## config.mk

```make
export PLATFORM = sky130hd
export DESIGN_NAME = jamma_input_scan
export DESIGN_NICKNAME = d
export VERILOG_FILES = /design/src/rtl/jamma_input_scan.sv
export SDC_FILE = /design/constraint.sdc
export NUM_CORES = 1
export LEC_CHECK = 0
export BUFFER_PORTS_ARGS = -buffer_cell sky130_fd_sc_hd__buf_4
export CAP_MARGIN = 20
export CORE_MARGIN = 4
export CORE_UTILIZATION = 40
export CTS_BUF_LIST = sky130_fd_sc_hd__clkbuf_4 sky130_fd_sc_hd__clkbuf_8 sky130_fd_sc_hd__clkbuf_16
export CTS_CLUSTER_DIAMETER = 120
export DETAILED_ROUTE_END_ITERATION = 7
export PLACE_DENSITY = 0.68
export SYNTH_ARGS = -nofsm -noshare
export SYNTH_HDL_FRONTEND = slang
export SYNTH_SLANG_ARGS = --single-unit
```

## constraint.sdc

```tcl
create_clock -name clk_sys -period 1.7 [get_ports clk_sys]
set_input_delay 0.255 -clock clk_sys [delete_from_list [all_inputs] [get_ports clk_sys]]
set_output_delay 0.255 -clock clk_sys [all_outputs]
set_load 0.05 [all_outputs]
```

## src/rtl/jamma_input_scan.sv

```systemverilog
// jamma_input_scan
// Time-multiplexed JAMMA control scanner. Alternates the player-select line,
// samples the shared joystick bus once per player phase, merges the local DB9
// joystick into player 1, debounces every bit and stretches coin pulses.
// All outputs are active-low except coin and scan_tick. Synchronous active-low reset.

module jamma_input_scan #(
    parameter int SCAN_DIV   = 32,
    parameter int SETTLE     = 4,
    parameter int DEBOUNCE_N = 4,
    parameter int COIN_MIN   = 3
) (
    input  logic       clk_sys,
    input  logic       rst_n,
    input  logic [7:0] jjoy,
    input  logic [1:0] jcoin,
    input  logic [5:0] joystick_local,
    output logic       jselect,
    output logic [7:0] joy1,
    output logic [7:0] joy2,
    output logic [1:0] coin,
    output logic       scan_tick
);

    localparam int CW  = (SCAN_DIV > 1) ? $clog2(SCAN_DIV) : 1;
    localparam int DBW = $clog2(DEBOUNCE_N + 1);
    localparam int SW  = $clog2(COIN_MIN + 1);
    localparam int NB  = 18;  // joy1[7:0], joy2[15:8], coin_db[17:16]

    typedef enum logic {
        P1 = 1'b0,
        P2 = 1'b1
    } state_t;

    // Synchronizer stages (first and second flop)
    logic [7:0]     jjoy_s1_r, jjoy_s2_r;
    logic [1:0]     jcoin_s1_r, jcoin_s2_r;
    logic [5:0]     local_s1_r, local_s2_r;

    // Phase sequencing
    logic [CW-1:0]  cnt_r, cnt_nxt_s;
    logic           wrap_s;
    state_t         state_r, state_nxt_s;
    logic           samp_p1_s, samp_p2_s;
    logic           scan_tick_r, scan_tick_nxt_s;

    // Debounce state: one output bit and one counter per bit
    logic [NB-1:0]  db_out_r, db_out_nxt_s;
    logic [DBW-1:0] db_cnt_r     [NB];
    logic [DBW-1:0] db_cnt_nxt_s [NB];
    logic [NB-1:0]  samp_s;
    logic [NB-1:0]  en_s;

    // Coin stretch
    logic [SW-1:0]  stretch_r     [2];
    logic [SW-1:0]  stretch_nxt_s [2];
    logic [1:0]     coin_r, coin_nxt_s;

    // Two-flop synchronizers; all-ones at reset so nothing looks pressed
    always_ff @(posedge clk_sys) begin
        if (!rst_n) begin
            jjoy_s1_r  <= 8'hFF;
            jjoy_s2_r  <= 8'hFF;
            jcoin_s1_r <= 2'b11;
            jcoin_s2_r <= 2'b11;
            local_s1_r <= 6'h3F;
            local_s2_r <= 6'h3F;
        end else begin
            jjoy_s1_r  <= jjoy;
            jjoy_s2_r  <= jjoy_s1_r;
            jcoin_s1_r <= jcoin;
            jcoin_s2_r <= jcoin_s1_r;
            local_s1_r <= joystick_local;
            local_s2_r <= local_s1_r;
        end
    end

    // Phase counter next value: wraps at SCAN_DIV-1
    always_comb begin
        wrap_s = (cnt_r == CW'(SCAN_DIV - 1));
        if (wrap_s) begin
            cnt_nxt_s = '0;
        end else begin
            cnt_nxt_s = cnt_r + CW'(1);
        end
    end

    // Player-phase state register plus phase counter
    always_ff @(posedge clk_sys) begin
        if (!rst_n) begin
            state_r <= P1;
            cnt_r   <= '0;
        end else begin
            state_r <= state_nxt_s;
            cnt_r   <= cnt_nxt_s;
        end
    end

    // Next-state logic: swap player on every phase wrap
    always_comb begin
        state_nxt_s = state_r;
        case (state_r)
            P1:      state_nxt_s = wrap_s ? P2 : P1;
            P2:      state_nxt_s = wrap_s ? P1 : P2;
            default: state_nxt_s = P1;
        endcase
    end

    // Output decode: sample strobes per phase and look-ahead for the tick register
    always_comb begin
        samp_p1_s       = 1'b0;
        samp_p2_s       = 1'b0;
        scan_tick_nxt_s = 1'b0;
        case (state_r)
            P1:      samp_p1_s = (cnt_r == CW'(SETTLE));
            P2:      samp_p2_s = (cnt_r == CW'(SETTLE));
            default: samp_p1_s = 1'b0;
        endcase
        if ((state_nxt_s == P2) && (cnt_nxt_s == CW'(SETTLE))) begin
            scan_tick_nxt_s = 1'b1;
        end else begin
            scan_tick_nxt_s = 1'b0;
        end
    end

    // Debounce next-state: change an output only after DEBOUNCE_N differing samples
    always_comb begin
        samp_s       = {jcoin_s2_r, jjoy_s2_r, jjoy_s2_r & {2'b11, local_s2_r}};
        en_s         = {{2{samp_p1_s}}, {8{samp_p2_s}}, {8{samp_p1_s}}};
        db_out_nxt_s = db_out_r;
        db_cnt_nxt_s = db_cnt_r;
        for (int i = 0; i < NB; i++) begin
            if (!en_s[i]) begin
                db_cnt_nxt_s[i] = db_cnt_r[i];
            end else if (samp_s[i] == db_out_r[i]) begin
                db_cnt_nxt_s[i] = '0;
            end else if (db_cnt_r[i] == DBW'(DEBOUNCE_N - 1)) begin
                db_out_nxt_s[i] = samp_s[i];
                db_cnt_nxt_s[i] = '0;
            end else begin
                db_cnt_nxt_s[i] = db_cnt_r[i] + DBW'(1);
            end
        end
    end

    // Coin stretch next-state: load on debounced press, count down on scan_tick
    always_comb begin
        stretch_nxt_s = stretch_r;
        coin_nxt_s    = 2'b00;
        for (int c = 0; c < 2; c++) begin
            if (db_out_r[16 + c] && !db_out_nxt_s[16 + c]) begin
                stretch_nxt_s[c] = SW'(COIN_MIN);
            end else if (scan_tick_r && (stretch_r[c] != '0)) begin
                stretch_nxt_s[c] = stretch_r[c] - SW'(1);
            end else begin
                stretch_nxt_s[c] = stretch_r[c];
            end
            coin_nxt_s[c] = (stretch_nxt_s[c] != '0) | ~db_out_nxt_s[16 + c];
        end
    end

    // Debounce, stretch and registered output state
    always_ff @(posedge clk_sys) begin
        if (!rst_n) begin
            db_out_r    <= {NB{1'b1}};
            for (int i = 0; i < NB; i++) begin
                db_cnt_r[i] <= '0;
            end
            stretch_r[0] <= '0;
            stretch_r[1] <= '0;
            coin_r       <= 2'b00;
            scan_tick_r  <= 1'b0;
        end else begin
            db_out_r     <= db_out_nxt_s;
            db_cnt_r     <= db_cnt_nxt_s;
            stretch_r    <= stretch_nxt_s;
            coin_r       <= coin_nxt_s;
            scan_tick_r  <= scan_tick_nxt_s;
        end
    end

    assign jselect   = state_r;
    assign joy1      = db_out_r[7:0];
    assign joy2      = db_out_r[15:8];
    assign coin      = coin_r;
    assign scan_tick = scan_tick_r;

endmodule

```

==> impl_metrics.tcl <==
set metrics [dict create \
    timing.final.max_slew_violations 0 \
    status "finished clean" \
    worst_pin_slew_ns 0.420 \
    area.growth.synth_to_final_pct 24.3 \
    rows 40 \
    grt_pass1_vias 3376 \
    cts_tree "done" \
    initial_drt_markers 165 \
    place_area_sq_um 5320 \
    most-common-layout-cells "sky130_fd_sc_hd__dfxtp_1 (114), sky130_fd_sc_hd__buf_4 (60), sky130_fd_sc_hd__nand2_1 (58)" \
    cp-end-kind "flip-flop" \
    fin_hold_ws_ns 0.0279 \
    clk_path_buf_depth 2 \
    global_route.overflow_total 0 \
    hp-class "primary input to flip-flop" \
    finalSetupViolations 0 \
    maxCapViolations 0 \
    drc 0 \
    clkLatencyLatePin_ns 0.41 \
    clock_sinks 117 \
    worst_ep_arrival_time_ns 2.03 \
    drt_first_pass_iters 4 \
    mappedNetlistNets 544 \
    fmax_mhz 590 \
    synth-edff-count 0 \
    worst-endpoint-required_ns 2.04 \
    timing.final.crit_share 0.996 \
    initial_core_util 0.408 \
    critical_path.startpoint_type "flip-flop" \
    synth_async_sr_flop_share 0 \
    ys_seq_elements 117 \
    fp.dieArea_sq_um 14000 \
    num_vias 3475 \
    post_cts_hold_buffer_count 0 \
    worst_supply_voltage_drop_on_vdd_mv 0.616 \
    n_fill_cell 1052 \
    dieHeight_microns 118 \
    h-tree-depth 4 \
    routed_via_density 4.93 \
    clockRootBuffer "sky130_fd_sc_hd__clkbuf_16" \
    synth_cells 502 \
    wirelength_microns 9490 \
    grt_use_total 0.140 \
    prevailing_post_synth_register_cell "sky130_fd_sc_hd__dfxtp_1" \
    rsz0062_at_grt "yes" \
    synth-warning-count 0 \
    period_needed_ns 1.69 \
    die_outline_width_microns 118 \
    power.density_cell_area_nw_per_um2 1110 \
    final_hold_viol_count 0 \
    drive_above_1_share 0.206 \
    synth_sequential_area_ratio 0.480 \
    path_class "flip-flop to flip-flop" \
    most_common_cell_after_layout_fill_and_taps_aside "sky130_fd_sc_hd__dfxtp_1" \
    gp_congestion 0.747 \
    synth_area_sq_um 4880 \
    ant_nets 0 \
    power.static_leakage_nw 2.53 \
    place.port_buffers 37 \
    clk_transition_reported_paths_ns 0.05 \
    clock-skew-final_ns 0.00539 \
    finish.net_count 587 \
    io-pin-count 38 \
    stdcell_area_sq_um 6070 \
    post_dr_wirelength_cell_microns 13.5 \
    slew_headroom 0.719 \
    synth_cell_types 37 \
    core_area_sq_um 12000 \
    hpwlAfterDp_microns 6220 \
    grt_antenna_before_repair 0 \
    insertedDiodeCount 0 \
    global_route_wire_length_before_repair_microns 15900 \
    synth.avg_cell_area_sq_um 9.73 \
    critical_path_peak_fanout 7 \
    largest_net_degree_at_the_start_of_global_routing 30 \
    cts_inserted_buffers 17 \
]
[sequential cells by signal, indices dropped and copies added, names as in the netlist, 4 cells and up]
signal	count
jjoy_s1_r	8
local_s1_r	6
jjoy_s2_r	8
cnt_r	5
db_cnt_r	54
stretch_r	4
db_out_r	18
local_s2_r	6
[cell families (layout without fill, tap and decap cells)]
| group | count (synthesis) | after routing | share of synthesized area |
|---|---|---|---|
| muxes | 12 | 12 | 0.0246 |
| xor gates and xnor gates | 23 | 23 | 0.0413 |
| buffers and inverters | 48 | 103 | 0.0510 |
| AOI/OAI and AO/OA | 77 | 77 | 0.111 |
| adders and majority gates | 24 | 24 | 0.0615 |
| and+or+nand+nor | 201 | 202 | 0.231 |
| DFF | 117 | 117 | 0.480 |
[worst max-delay path, cell delays in order (launching register included)]
cell,delay (ns)
sky130_fd_sc_hd__dfxtp_2,0.32
sky130_fd_sc_hd__inv_2,0.06
sky130_fd_sc_hd__ha_4,0.13
sky130_fd_sc_hd__and4bb_4,0.33
sky130_fd_sc_hd__nand2b_4,0.11
sky130_fd_sc_hd__or4b_4,0.53
sky130_fd_sc_hd__a21boi_2,0.14
[cells in the mapped netlist (all sizes together) (2+ instances only)]
| cell type | instances | area, sq um |
|---|---|---|
| nand2 | 59 | 221 |
| ha | 24 | 300 |
| nor2 | 13 | 48.8 |
| inv | 7 | 26.3 |
| nand2b | 44 | 278 |
| nand4b | 8 | 70.1 |
| xor2 | 10 | 87.6 |
| nand3b | 12 | 90.1 |
| o31ai | 2 | 15.0 |
| and2 | 4 | 25.0 |
| o211a | 5 | 50.1 |
| xnor2 | 13 | 114 |
| o21ai | 19 | 95.1 |
| buf | 20 | 144 |
| nor3b | 2 | 15.0 |
| and3 | 13 | 81.3 |
| mux2i | 12 | 120 |
| or4 | 5 | 37.5 |
| clkbuf | 21 | 78.8 |
| nor3 | 4 | 20.0 |
| o21a | 2 | 15.0 |
| or4b | 5 | 50.1 |
| dfxtp | 117 | 2340 |
| nand3 | 18 | 90.1 |
| o311ai | 6 | 52.6 |
| a21boi | 38 | 285 |
| nor2b | 11 | 68.8 |
| a31oi | 2 | 12.5 |
| a21oi | 3 | 15.0 |
[stage by stage]
stage / TNS (ns) / util / instances / setup WS [ns] / power [mW]
CTS: -0.00407 / 0.503 / 705 / -0.00381 / 6.82
floorplan: 0 / - / 502 / 0.0390 / 3.00
global placement: -0.000489 / 0.445 / 668 / -0.000489 / 3.09
global route: -0.341 / 0.508 / 705 / -0.0839 / 6.99
detailed placement: -1.54 / 0.445 / 668 / -0.132 / 3.10
finish: 0 / 0.508 / 705 / 0.00612 / 6.77
[layer usage]
layer / track usage / routed length, microns / vias to the layer above
li1: - / - / 1800
met1: 0.172 / 4550 / 1620
met5: 0 / 0 / -
met4: 0.0456 / 101 / 0
met3: 0.0507 / 304 / 9
met2: 0.230 / 4530 / 46
[area by class of cell]
cell class / count / area, sq um / share of cell area
multi-input combinational: 338 / 2370 / 0.391
sequential: 117 / 2350 / 0.386
clock buffer: 21 / 480 / 0.0791
inverter: 7 / 26.3 / 0.00433
tap: 147 / 184 / 0.0303
clock inverter: 11 / 149 / 0.0245
timing repair buffer: 64 / 513 / 0.0845
[power by group]
| group | internal (mW) | switching [mW] |
|---|---|---|
| clock | 2.46 | 1.24 |
| sequential | 2.79 | 0.0247 |
| combinational | 0.124 | 0.124 |
| total | 5.37 | 1.39 |
[final timing paths]
kind                                 start                         to  slack [ns]  depth (start not counted)
setup / recovery       cnt_r[1]$_SDFF_PN0_  db_cnt_r[39]$_SDFFE_PN0N_       0.006                          6
hold / removal           joystick_local[3]   local_s1_r[3]$_SDFF_PN1_        0.03                          2
setup reg to reg       cnt_r[1]$_SDFF_PN0_  db_cnt_r[39]$_SDFFE_PN0N_       0.006                          6
hold reg to reg   local_s1_r[4]$_SDFF_PN1_   local_s2_r[4]$_SDFF_PN1_        0.40                          1
[what timing repair did]
action                     in CTS  in global routing
setup endpoints to repair      29                 37
gates resized for setup        11                 16
cloned                          1                  0
pin swaps                       0                  7
setup buffers                   4                  0
Note: power is estimated with default switching activity, not from simulation.
